`src/rtl/ps2_scancode_queue_if.sv`:
```
// Scancode-queue bus: decoder byte stream in, CPU-side FIFO read/status and modifier state out.
// slave modport is the queue itself; master is whoever drives bytes and pops entries.
interface ps2_scancode_queue_if #(
    parameter int DEPTH = 8
);
    localparam int CW = $clog2(DEPTH) + 1;

    logic          code_valid;
    logic [7:0]    code_data;
    logic          rd_en;
    logic [9:0]    rd_data;
    logic          empty;
    logic          full;
    logic [CW-1:0] count;
    logic          overflow;
    logic          ovf_clear;
    logic          irq;
    logic          mod_shift;
    logic          mod_ctrl;
    logic          mod_alt;

    modport master (
        output code_valid, code_data, rd_en, ovf_clear,
        input  rd_data, empty, full, count, overflow, irq, mod_shift, mod_ctrl, mod_alt
    );

    modport slave (
        input  code_valid, code_data, rd_en, ovf_clear,
        output rd_data, empty, full, count, overflow, irq, mod_shift, mod_ctrl, mod_alt
    );
endinterface

```
`src/rtl/ps2_scancode_queue.sv`:
```
// Set-2 scancode prefix stripper + modifier tracker feeding a FWFT event FIFO; 1-cycle byte-to-head latency.
// No backpressure to the decoder: events arriving while full (without a same-cycle pop) are dropped and flagged.
module ps2_scancode_queue #(
    parameter int DEPTH          = 8,
    parameter int PREFIX_TIMEOUT = 50000
) (
    input  logic               clk,
    input  logic               reset,
    ps2_scancode_queue_if.slave bus
);
    localparam int PW = $clog2(DEPTH);
    localparam int CW = PW + 1;
    localparam int TW = $clog2(PREFIX_TIMEOUT + 1);

    typedef enum logic [1:0] {IDLE, EXT, BRK, EXT_BRK} state_t;

    typedef struct packed {
        logic       brk;
        logic       ext;
        logic [7:0] code;
    } evt_t;

    state_t        state, state_nxt;
    logic [TW-1:0] tmo_cnt, tmo_cnt_nxt;
    evt_t          evt;
    logic          evt_vld;
    logic          is_discard;

    logic shift_l, shift_r, ctrl_l, ctrl_r, alt_l, alt_r;

    evt_t          mem [DEPTH];
    logic [PW-1:0] wr_ptr, rd_ptr;
    logic [CW-1:0] cnt;
    logic          empty, full;
    logic          push, pop, drop;

    always_comb begin
        case (bus.code_data)
            8'h00, 8'hAA, 8'hEE, 8'hFA, 8'hFC, 8'hFD, 8'hFE, 8'hFF: is_discard = 1'b1;
            default:                                                 is_discard = 1'b0;
        endcase
    end

    // A second prefix after F0 is malformed and abandons the sequence silently.
    always_comb begin
        state_nxt = state;
        evt_vld   = 1'b0;
        evt.brk   = (state == BRK) || (state == EXT_BRK);
        evt.ext   = (state == EXT) || (state == EXT_BRK);
        evt.code  = bus.code_data;
        if (bus.code_valid) begin
            if (bus.code_data == 8'hE0) begin
                state_nxt = (state == IDLE || state == EXT) ? EXT : IDLE;
            end else if (bus.code_data == 8'hF0) begin
                case (state)
                    IDLE:    state_nxt = BRK;
                    EXT:     state_nxt = EXT_BRK;
                    default: state_nxt = IDLE;
                endcase
            end else begin
                state_nxt = IDLE;
                evt_vld   = !is_discard;
            end
        end else if (state != IDLE && tmo_cnt == TW'(PREFIX_TIMEOUT - 1)) begin
            state_nxt = IDLE;
        end
    end

    always_comb begin
        tmo_cnt_nxt = tmo_cnt + TW'(1);
        if (bus.code_valid || state_nxt == IDLE) begin
            tmo_cnt_nxt = '0;
        end
    end

    always_ff @(posedge clk) begin
        if (reset) begin
            state   <= IDLE;
            tmo_cnt <= '0;
        end else begin
            state   <= state_nxt;
            tmo_cnt <= tmo_cnt_nxt;
        end
    end

    // Modifiers track every formed event, even one the FIFO has to drop.
    always_ff @(posedge clk) begin
        if (reset) begin
            shift_l <= 1'b0;
            shift_r <= 1'b0;
            ctrl_l  <= 1'b0;
            ctrl_r  <= 1'b0;
            alt_l   <= 1'b0;
            alt_r   <= 1'b0;
        end else if (evt_vld) begin
            if (!evt.ext && evt.code == 8'h12) shift_l <= !evt.brk;
            if (!evt.ext && evt.code == 8'h59) shift_r <= !evt.brk;
            if (!evt.ext && evt.code == 8'h14) ctrl_l  <= !evt.brk;
            if ( evt.ext && evt.code == 8'h14) ctrl_r  <= !evt.brk;
            if (!evt.ext && evt.code == 8'h11) alt_l   <= !evt.brk;
            if ( evt.ext && evt.code == 8'h11) alt_r   <= !evt.brk;
        end
    end

    assign empty = (cnt == '0);
    assign full  = (cnt == CW'(DEPTH));
    assign pop   = bus.rd_en && !empty;
    assign push  = evt_vld && (!full || bus.rd_en);
    assign drop  = evt_vld && full && !bus.rd_en;

    always_ff @(posedge clk) begin
        if (reset) begin
            wr_ptr <= '0;
            rd_ptr <= '0;
            cnt    <= '0;
        end else begin
            if (push) wr_ptr <= wr_ptr + PW'(1);
            if (pop)  rd_ptr <= rd_ptr + PW'(1);
            case ({push, pop})
                2'b10:   cnt <= cnt + CW'(1);
                2'b01:   cnt <= cnt - CW'(1);
                default: cnt <= cnt;
            endcase
        end
    end

    // When full with a same-cycle pop, the write slot is the head being consumed this edge.
    always_ff @(posedge clk) begin
        if (push) mem[wr_ptr] <= evt;
    end

    always_ff @(posedge clk) begin
        if (reset) begin
            bus.overflow <= 1'b0;
        end else if (drop) begin
            bus.overflow <= 1'b1;
        end else if (bus.ovf_clear) begin
            bus.overflow <= 1'b0;
        end
    end

    assign bus.rd_data   = empty ? 10'd0 : mem[rd_ptr];
    assign bus.empty     = empty;
    assign bus.full      = full;
    assign bus.count     = cnt;
    assign bus.irq       = !empty;
    assign bus.mod_shift = shift_l | shift_r;
    assign bus.mod_ctrl  = ctrl_l | ctrl_r;
    assign bus.mod_alt   = alt_l | alt_r;
endmodule

```
`src/flat_wrapper.sv`:
```
// flat-port wrapper written by rule: the top's interface ports become plain ports
module ps2_scancode_queue_flat 
#(
    parameter int DEPTH          = 8,
    parameter int PREFIX_TIMEOUT = 50000
)
  (clk, reset, bus_code_valid, bus_code_data, bus_rd_en, bus_ovf_clear, bus_rd_data, bus_empty, bus_full, bus_count, bus_overflow, bus_irq, bus_mod_shift, bus_mod_ctrl, bus_mod_alt);
  ps2_scancode_queue_if #(.DEPTH(DEPTH)) bus_i ();
  input  logic clk;
  input  logic reset;
  input wire logic [$bits(bus_i.code_valid)-1:0] bus_code_valid;
  input wire logic [$bits(bus_i.code_data)-1:0] bus_code_data;
  input wire logic [$bits(bus_i.rd_en)-1:0] bus_rd_en;
  input wire logic [$bits(bus_i.ovf_clear)-1:0] bus_ovf_clear;
  output wire logic [$bits(bus_i.rd_data)-1:0] bus_rd_data;
  output wire logic [$bits(bus_i.empty)-1:0] bus_empty;
  output wire logic [$bits(bus_i.full)-1:0] bus_full;
  output wire logic [$bits(bus_i.count)-1:0] bus_count;
  output wire logic [$bits(bus_i.overflow)-1:0] bus_overflow;
  output wire logic [$bits(bus_i.irq)-1:0] bus_irq;
  output wire logic [$bits(bus_i.mod_shift)-1:0] bus_mod_shift;
  output wire logic [$bits(bus_i.mod_ctrl)-1:0] bus_mod_ctrl;
  output wire logic [$bits(bus_i.mod_alt)-1:0] bus_mod_alt;
  assign bus_i.code_valid = bus_code_valid;
  assign bus_i.code_data = bus_code_data;
  assign bus_i.rd_en = bus_rd_en;
  assign bus_i.ovf_clear = bus_ovf_clear;
  assign bus_rd_data = bus_i.rd_data;
  assign bus_empty = bus_i.empty;
  assign bus_full = bus_i.full;
  assign bus_count = bus_i.count;
  assign bus_overflow = bus_i.overflow;
  assign bus_irq = bus_i.irq;
  assign bus_mod_shift = bus_i.mod_shift;
  assign bus_mod_ctrl = bus_i.mod_ctrl;
  assign bus_mod_alt = bus_i.mod_alt;
  ps2_scancode_queue #(.DEPTH(DEPTH), .PREFIX_TIMEOUT(PREFIX_TIMEOUT)) u_core (.clk(clk), .reset(reset), .bus(bus_i));
endmodule
```
`config.mk`:
```
export PLATFORM = sky130hd
export DESIGN_NAME = ps2_scancode_queue_flat
export DESIGN_NICKNAME = d
export VERILOG_FILES = /design/src/rtl/ps2_scancode_queue_if.sv /design/src/rtl/ps2_scancode_queue.sv /design/src/flat_wrapper.sv
export SDC_FILE = /design/constraint.sdc
export NUM_CORES = 1
export LEC_CHECK = 0
export ABC_AREA = 0
export ABC_CLOCK_PERIOD_IN_PS = 7200
export BUFFER_PORTS_ARGS = -buffer_cell sky130_fd_sc_hd__buf_2
export CORE_MARGIN = 1
export CORE_UTILIZATION = 45
export DETAILED_ROUTE_END_ITERATION = 8
export SYNTH_ARGS = -nofsm -noshare
export SYNTH_HDL_FRONTEND = slang
export SYNTH_SLANG_ARGS = --single-unit
```
`constraint.sdc`:
```
create_clock -name clk -period 7.2 [get_ports clk]
set_input_delay 0 -clock clk [delete_from_list [all_inputs] [get_ports clk]]
set_output_delay 0 -clock clk [all_outputs]
set_load 0.03 [all_outputs]
```
Word-level counts from Yosys, hierarchy flattened:

Memory sizes are Yosys's and may differ from the RTL's. A register that Yosys moved wholly into a read port is not among the register bits.
Cells that the tools add are included.

* mux-type cells: 18
* bitwise logic cells: 3
* add/sub/neg operators: 5
* equal/unequal tests: 20
* reductions and logical operators: 37

Operator list (number)
* == test 8 bit (second input constant): 9
* == test 8 x 5 -> 1 bit (second input constant): 3
* adder 16 x 1 -> 16 bit (second input constant): 1
* == test 16 bit (second input constant): 1
* AND reduction 2 bit: 6
* logical AND 1 bit: 11
* two-way mux 10 bit: 1
* two-way mux 1 bit: 9
* == test 8 x 7 -> 1 bit (second input constant): 1
* logical NOT 8 bit: 1
* two-way mux 2 bit: 4
* one-hot mux 4 bit (2 select lines): 1
* OR reduction 8 bit: 1
* adder 3 x 1 -> 3 bit (second input constant): 2
* == test 2 bit (second input constant): 3
* logical NOT 1 bit: 6
* two-way mux 3 bit: 2
* nonzero test 2 bit: 3
* logical OR 1 bit: 5
* adder 4 x 1 -> 4 bit (second input constant): 1
* == test 2 x 1 -> 1 bit (second input constant): 2
* == test 4 bit (second input constant): 1
* logical NOT 2 bit: 2
* logical NOT 4 bit: 1
* 4 further kinds: 6

* bits in writable memories: 80
* register bits after elaboration: 35
* memories: 1
* logic and storage cells: 96
* output and inout port bits: 21

Memories
* u_core.mem: words 8, width 10, read ports 1, clocked after Yosys merged registers in 1, wr ports 1, line ps2_scancode_queue.sv:31 `evt_t mem [DEPTH];`

Longest topological paths before layout:

Gate-level depths: netlist of run 1.

* word-level depth: 10
* gate-level depth with buffers: 12

Least setup slack after synthesis of run 1:

Ideal clock, no wire load.

* path kind: reg2reg
* start: register u_core.cnt[1] (netlist: u_core.bus.count[1])
* end: register u_core.cnt[2] (netlist: u_core.bus.count[2])
* path buffers: 2
* path slack: 4.270 ns
* period minus slack after synthesis: 2.930 ns
* data arrival time: 2.860 ns
* stages on the path, launching flop included: 12
* required time: 7.129 ns
* path through: dfxtp_1 -> clkbuf_1 -> or4_1 -> and2_1 -> clkbuf_1 -> ha_1 -> xor2_1 -> ha_1 -> a21oi_1 -> xor2_1 -> or3_1 -> a21oi_1

RTL lines
* start, declared: line ps2_scancode_queue.sv:33 `logic [CW-1:0] cnt;`
* start signal, assigned: line ps2_scancode_queue.sv:120 `2'b10: cnt <= cnt + CW'(1);`
* start signal, assigned: line ps2_scancode_queue.sv:121 `2'b01: cnt <= cnt - CW'(1);`
* start signal, assigned: line ps2_scancode_queue.sv:122 `default: cnt <= cnt;`
* logical NOT 4 bit *: line ps2_scancode_queue.sv:105 `assign empty = (cnt == '0);`
* logical NOT 1 bit *
* net bus_irq: line flat_wrapper.sv:20 `output wire logic [$bits(bus_i.irq)-1:0] bus_irq;`
* logical AND 1 bit *: line ps2_scancode_queue.sv:107 `assign pop = bus.rd_en && !empty;`
* net u_core.pop: line ps2_scancode_queue.sv:35 `logic push, pop, drop;`
* == test 2 x 1 -> 1 bit or == test 2 bit (tied branches): line ps2_scancode_queue.sv:119 `case ({push, pop})`
* one-hot mux 4 bit (2 select lines) or nonzero test 2 bit (tied branches)

The timed path passes the listed nets; every way through them passes the cells marked *.
A chain may end at the register's enable or synchronous reset.

Final worst setup path of run 1:

* start: input port bus_code_data[1]
* end: register u_core.cnt[2] (netlist: u_core.bus.count[2])

* cells in the longest elaborated chain, start to end: 10

RTL lines
* start, declared: line flat_wrapper.sv:12 `input wire logic [$bits(bus_i.code_data)-1:0] bus_code_data;`
* == test 8 bit or logical NOT 8 bit (tied branches): line ps2_scancode_queue.sv:38 `case (bus.code_data)`
* OR reduction 8 bit: line ps2_scancode_queue.sv:38
* two-way mux 1 bit: line ps2_scancode_queue.sv:38
* logical NOT 1 bit: line ps2_scancode_queue.sv:62 `evt_vld = !is_discard;`
* two-way mux 1 bit: line ps2_scancode_queue.sv:54 `end else if (bus.code_data == 8'hF0) begin`
* two-way mux 1 bit *: line ps2_scancode_queue.sv:52 `if (bus.code_data == 8'hE0) begin`
* two-way mux 1 bit *: line ps2_scancode_queue.sv:51 `if (bus.code_valid) begin`
* logical AND 1 bit *: line ps2_scancode_queue.sv:108 `assign push = evt_vld && (!full || bus.rd_en);`
* == test 2 x 1 -> 1 bit or == test 2 bit (tied branches): line ps2_scancode_queue.sv:119
* one-hot mux 4 bit (2 select lines) or nonzero test 2 bit (tied branches)

Mark *: on every way between the ends. The rest lies on a longest branch, timed or not.

==> summary.md, run 1 <==
| Metric | Value |
|---|---|
| Status | `complete, no violations` |
| Overall routed net length | `around 9.7 mm` |
| Initial antenna violation count | `0` |
| Postcts setup bufs | `0` |
| Final setup viols | `0` |
| Hold Vio Cnt, Final | `0` |
| Pleak | `~0.0021 uW` |
| First-pass GRT wire length | `between 15 and 20 mm` |
| Sw Ratio | `roughly 29%` |
| CTS Buf Count | `17` |
| CTS tree | `yes` |
| CP startpoint kind | `input pin` |
| Gate power share | `~23%` |
| Post-Synthesis Cells | `~350` |
| Seq/Total Area, Yosys | `64.06%` |
| Largest area contributor in the netlist | `edfxtp_1` |
| Power share of the sequential group | `37.1%` |
| Worst hold slack | `419.3 ps` |
| Chip Height | `106.7 um` |
| Via count | `3037` |
| Post-DRT Antenna Nets | `0` |
| Clk buf depth | `2` |
| Pwr dens | `about 360 nW/um2` |
| Chip width | `106.7 um` |
| Clk root buf | `clkbuf_8` |
| Setup TNS | `0 ps` |
| Ys Warns | `0` |
| Layout Nets | `431` |
| Final cycle utilization of the critical path | `roughly 39%` |
| CTS Sinks | `118` |
| IO Port Bufs | `33` |
| Unrepaired setup endpoints after global routing | `no` |
| P_sw | `620.3 uW` |
| Total track usage | `approximately a fifth` |
| CP Max Fanout | `15` |
| CP Class | `input pin to register` |
| Slew Limit Fails | `0` |
| Crit path DAT | `between 3000 and 4000 ps` |
| Core area | `10460 um2` |
| Crit path time final | `2816 ps` |
| Routed vias/inst | `5.423` |
| Finished Layout Cells | `560` |
| RePlAce Congestion | `between 0.7 and 0.8` |
| Part of the power in the clock network | `approximately two fifths` |
| Placed insts | `between 500 and 600` |
| Ports | `34` |
| Initial core utilization | `between 40% and 50%` |
| Rows | `37` |
| CP required | `7630 ps` |
| Netlist cell types | `42` |
| Filler cells | `886` |
| Avg WL per Cell | `17.25 um` |
| R2R depth | `9` |
| Hold crit path type | `input pin to register` |
| Area Overhead vs Synth | `22.45%` |
| Fmax | `355.1 MHz` |
| Final Util | `about 58%` |
| Synth top area cells | `edfxtp_1 49%, dfxtp_1 15%, mux4_2 9.1%` |
| Worst hold path depth | `2` |
| Fraction of layout cells with a size suffix above 1 | `23.35%` |
| Diodes inserted | `0` |
| VDD IR max | `between 200 and 250 uV` |
| Layout Skew | `8.721 ps` |
| Post_cts resized | `0` |
| Max-cap check violation count | `0` |
| Largest net degree at the start of global routing | `22` |
| Relative slew margins | `33.18%` |
| Worst setup EP type | `register` |
| Slowest stage delay, CP | `approximately 570 ps` |
| Crit path cell chain | `dlygate4sd3_1 > buf_2 > or4_1 > a22oi_1 > a221oi_2 > nand2_1 > ha_1 > xor2_1 > ha_1 > a21oi_1 > xor2_1 > or3_1 > a21oi_1` |
| H-tree depth | `4` |
| Post-Syn Area | `roughly 5000 um2` |
| Hpwl dp | `6.051 mm` |
| Mapped Nets | `373` |
| Reg clk slew, reported paths | `around 50 ps` |
| 1st-iter DRT viols | `roughly 180` |
| Vias in the first global route | `~3000` |
| GRT Residual Overflow | `0` |
| Least-Margin Pin Slew | `about 1000 ps` |
| DR DRC count | `0` |
| Cts hold-fix bufs | `14` |
| Slowest stage cell, crit path | `or4_1` |
| Internal Power | `1556 uW` |
| Syn_area_per_cell | `13.95 um2` |
| Synth top area share | `approximately half` |
| First-pass DRT Iterations | `4` |
| #FFs+latches synth | `between 100 and 150` |
| Die area | `roughly 11000 um2` |
| Clk_lat worst skew | `about 500 ps` |
## worst paths after layout
check	startpoint	endpoint	slack (ps)
worst min-delay path	bus_code_data[7]	u_core.mem[4][7]$_DFFE_PP_	420
worst min register to register	u_core.tmo_cnt[0]$_SDFF_PP0_	u_core.tmo_cnt[0]$_SDFF_PP0_	470
worst max register to register	u_core.bus.count[0]$_SDFFE_PP0P_	u_core.bus.count[2]$_SDFFE_PP0P_	4610
worst max-delay path	bus_code_data[1]	u_core.bus.count[2]$_SDFFE_PP0P_	4380
## cells in the mapped netlist, drive strengths merged
master and instances:
a211oi 4, a21boi 1, a21oi 8, a221o 1
a221oi 1, a22oi 2, a32o 1, a41oi 1
and2 2, and3 3, buf 5, clkbuf 12
dfxtp 38, edfxtp 80, ha 6, inv 4
mux2i 15, mux4 20, nand2 13, nand2b 3
nand3 9, nand3b 2, nand4 6, nand4b 2
nor2 51, nor2b 3, nor3 7, nor3b 2
nor4 7, nor4b 5, o211ai 1, o21ai 6
o21bai 1, or2 3, or3 6, or4 2
xnor2 9, xor2 12
## power by group through the flow
stage / Combinational [uW] / Sequential [uW] / Clock (uW)
2_1_floorplan: 359 / 820 / 0
3_3_place_gp: 490 / 819 / 0
3_5_place_dp: 492 / 821 / 0
4_1_cts: 500 / 808 / 889
5_1_grt: 535 / 813 / 918
6_report: 491 / 807 / 877
## cell families (layout without fill, tap and decap cells)
logic type      after synthesis  count (layout)  share of synthesized area (%)
compound gates               27              27                          3.675
simple gates                126             126                          13.15
mux                          35              35                          12.16
flops                       118             118                          64.06
buf+inv                      21              91                          1.698
fa+ha+maj                     6               6                          1.520
xor+xnor                     21              21                          3.725
## registers in the layout (all words and copies together) (netlist names), named ones only
register             flops
u_core.alt_r             1
u_core.alt_l             1
u_core.wr_ptr            3
u_core.ctrl_r            1
u_core.mem              80
u_core.ctrl_l            1
u_core.bus.overflow      1
u_core.shift_l           1
u_core.shift_r           1
u_core.rd_ptr            3
u_core.bus.count         4
u_core.state             2
u_core.tmo_cnt          16
## placed cells by master, fill, tap and decap left out, types with 3 or more instances in the layout
cell type / synthesis / layout
inv_1: 4 / 4
a21oi_1: 8 / 8
ha_1: 6 / 6
nor2_1: 51 / 51
edfxtp_1: 80 / 80
buf_4: 0 / 9
xor2_1: 12 / 12
nand4_1: 6 / 6
mux4_2: 20 / 20
bufinv_16: 0 / 5
mux2i_1: 15 / 15
or3_1: 4 / 4
nor2b_1: 3 / 3
and3_1: 3 / 3
clkbuf_16: 0 / 16
o21ai_0: 5 / 5
a211oi_1: 4 / 4
nor4b_2: 1 / 3
dlygate4sd3_1: 0 / 14
dfxtp_1: 38 / 38
or2_2: 3 / 3
nand2_1: 13 / 13
nor3_1: 7 / 7
nand2b_1: 3 / 3
xnor2_1: 9 / 9
clkinv_2: 0 / 3
nand3_1: 9 / 9
buf_2: 4 / 33
nor4_1: 7 / 6
## through the flow
step | power [uW] | worst slack (ps) | area, um2
floorplan | 1179 | 4270 | 4937
global placement | 1309 | 4496 | 5290
detailed placement | 1313 | 4403 | 5290
CTS | 2196 | 4389 | 6046
global route | 2267 | 4169 | 6046
finish | 2176 | 4384 | 6046
## worst max-delay path: cells and delay by family
| kind | cells | cell delay (ps) |
|---|---|---|
| simple gates | 3 | 1130 |
| fa+ha+maj | 2 | 460 |
| xor+xnor | 2 | 330 |
| compound gates | 4 | 600 |
| buf+inv | 2 | 720 |
## area by class of cell
type	instances	area, um2	share of cell area [%]
clock inverters	11	180.2	2.980
multi-input cells	215	1709	28.27
well taps	136	170.2	2.815
clock buffers	20	435.4	7.202
flip-flops and latches	118	3163	52.32
inverters	4	15.01	0.2483
repair buffers	56	372.9	6.167
## per-layer routing
layer	share of wire, %	routed length (um)	up-vias	global-route usage [%]
met3	4.3	415	4	4.985
met1	50	4808	1503	26.68
met4	0.52	50	0	6.458
li1	-	-	1455	-
met2	45	4385	75	27.60
met5	0	0	-	0
(Power assumes the default switching activity.)
==> run 2: changes to the inputs <==
- ABC_CLOCK_PERIOD_IN_PS: 7200 -> 2380
- clock period: 7.2 -> 2.38 ns (I/O delays scaled with it)
==> run 2 against run 1 <==
Against the previous run:
- first-iteration DRC count fell by 1.1%
- clock skew barely moved
- setup slack got worse by 4300 ps
- total power rose to 3.2 times the previous value
- critical endpoint unchanged
- non-clock buffer count rose by 30
- critical path depth fell by 4
- count of clock-buffer cells in the layout fell by 3
==> summary.md, run 2 (same netlist as run 1, synthesis figures left out) <==
| Metric | Value |
|---|---|
| Chip width | `106.7 um (unchanged)` |
| Most common cell after layout, fill and taps aside | `edfxtp_1` |
| Core area | `10460 um2 (unchanged)` |
| CP Class | `register to register` |
| Ports | `34 (unchanged)` |
| IO Port Bufs | `33 (unchanged)` |
| Pwr dens | `1109 nW/um2 (+210%)` |
| Area Overhead vs Synth | `28.99%` |
| Fraction of layout cells with a size suffix above 1 | `31.50% (+8.1 points)` |
| Largest net degree at the start of global routing | `22 (unchanged)` |
| Crit path DAT | `2750 ps (-500 ps)` |
| GRT Residual Overflow | `0 (unchanged)` |
| First-pass GRT wire length | `16.83 mm (+7.2%)` |
| Initial antenna violation count | `0 (unchanged)` |
| CTS Sinks | `118 (unchanged)` |
| Clk buf depth | `2 (unchanged)` |
| Slew Limit Fails | `0 (unchanged)` |
| Chip Height | `106.7 um (unchanged)` |
| Relative slew margins | `53.83% (+21 points)` |
| Layout Nets | `461 (+7.0%)` |
| Hold Vio Cnt, Final | `0 (unchanged)` |
| Final setup viols | `0 (unchanged)` |
| Hold crit path type | `input pin to register` |
| Avg WL per Cell | `17.68 um (+2.5%)` |
| Initial core utilization | `47.19% (unchanged)` |
| Tot Pwr | `7060 uW (+220%)` |
| CP required | `2820 ps (-4810 ps)` |
| Clk root buf | `clkbuf_8` |
| Reg clk slew, reported paths | `60 ps (about the same)` |
| Via count | `3155 (+3.9%)` |
| Diodes inserted | `0 (unchanged)` |
| Fmax | `431.6 MHz` |
| Overall routed net length | `10.43 mm (+8.0%)` |
| Final Instance Area | `6369 um2 (+5.3%)` |
| Largest register FFs | `80 (unchanged)` |
| VDD IR max | `733.8 uV (+230%)` |
| Setup TNS | `0 ps (unchanged)` |
| 1st-iter DRT viols | `174 (-1.1%)` |
| Total track usage | `20.15% (+1.5 points)` |
| Rows | `37 (unchanged)` |
| CP Max Fanout | `2 (-13)` |
| Routed vias/inst | `5.347 (-1.4%)` |
| Flop2flop setup slack | `60 ps (-4550 ps)` |
| Placement Cell Area | `5552 um2 (+4.9%)` |
| Most frequent cells in the layout | `80 x edfxtp_1, 50 x nor2_1, 40 x buf_4, 34 x dfxtp_1, 33 x buf_2` |
| RePlAce Congestion | `0.8429 (+7.6%)` |
| First-pass DRT Iterations | `4 (unchanged)` |
| Final cycle utilization of the critical path | `97.35%` |
| Layout Skew | `8.409 ps (-0.3121 ps)` |
| Max-cap check violation count | `0 (unchanged)` |
| Hpwl dp | `6.785 mm (+12%)` |
| Crit path time final | `between 2000 and 2500 ps` |
| CTS Buf Count | `17 (unchanged)` |
| Biggest register | `u_core.mem` |
| DR DRC count | `0 (unchanged)` |
| Unrepaired setup endpoints after global routing | `yes` |
| Pleak | `0.002297 uW (+8.5%)` |
| Status | `complete, no violations` |
| H-tree depth | `4 (unchanged)` |
| Vias in the first global route | `3288 (+9.8%)` |
| Clk_lat worst skew | `510 ps (about the same)` |
| Post-DRT Antenna Nets | `0 (unchanged)` |
| CTS tree | `yes` |
| Die area | `11390 um2 (unchanged)` |
| CP startpoint kind | `register` |
| Least-Margin Pin Slew | `691.6 ps (-309.3 ps)` |
| Worst setup EP type | `register` |
==> run 2: changes by cell type in the layout (fill, tap and decap cells not counted), sizes merged <==
cell / previous run / this run
buf: 42 / 74
clkbuf: 20 / 17
inv: 4 / 7
bufinv: 5 / 7
dlygate4sd3: 14 / 12
clkinv: 5 / 4
clkinvlp: 1 / 0
==> run 2: worst max-delay path: stages, from the launching register on <==
cell and delay [ps]:
dfxtp_2 320, or4_4 520, and2_1 190, ha_1 220, xor2_1 150, ha_1 180, a21oi_1 140, xor2_1 90
or3_1 310, a21oi_1 130
==> run 2: per-layer routing <==
layer	routed length (um)	global-route usage [%]
met1	4677	25.45
met2	5200	33.18
met3	409	5.410
met4	144	7.632
met5	0	0
==> run 2: final timing paths <==
path / cells after the start / end / start
min: 4 / u_core.tmo_cnt[1]$_SDFF_PP0_ / bus_code_valid
max: 9 / u_core.bus.count[2]$_SDFFE_PP0P_ / u_core.bus.count[3]$_SDFFE_PP0P_
min reg2reg: 1 / u_core.tmo_cnt[0]$_SDFF_PP0_ / u_core.tmo_cnt[0]$_SDFF_PP0_
max reg2reg: 9 / u_core.bus.count[2]$_SDFFE_PP0P_ / u_core.bus.count[3]$_SDFFE_PP0P_
==> run 2: per-stage QoR <==
stage               instances  hold WS, ps  worst slack [ps]  utilization [%]
finish                    590        54.59             63.09            60.87
global placement          547        321.5             16.34            53.06
floorplan                 354        98.87            -261.6                -
CTS                       590        28.24             35.36            60.76
global route              590        63.13            -64.67            60.87
detailed placement        547        321.6            -61.41            53.06
==> run 2: what timing repair did <==
action | in CTS | in global routing
hold buffers | 12 | 0
endpoints found under the setup margin | 0 | 12
gates resized for setup | 0 | 4
buffers inserted | 0 | 0
endpoints found under the hold margin | 78 | 0
==> run 2: power breakdown <==
group | internal, uW | switching [uW]
Clock | 2030 | 919
Sequential | 2330 | 63.7
Combinational | 697 | 1020
==> run 2: layout make-up <==
| cell class | instances | area [um2] |
|---|---|---|
| clock buffer | 17 | 414.1 |
| clock inverter | 14 | 271.5 |
| fill | 841 | 4094 |
| inverter | 4 | 15.01 |
| multi-input combinational | 215 | 1724 |
| sequential | 118 | 3168 |
| tap | 136 | 170.2 |
| timing repair buffer | 86 | 605.6 |
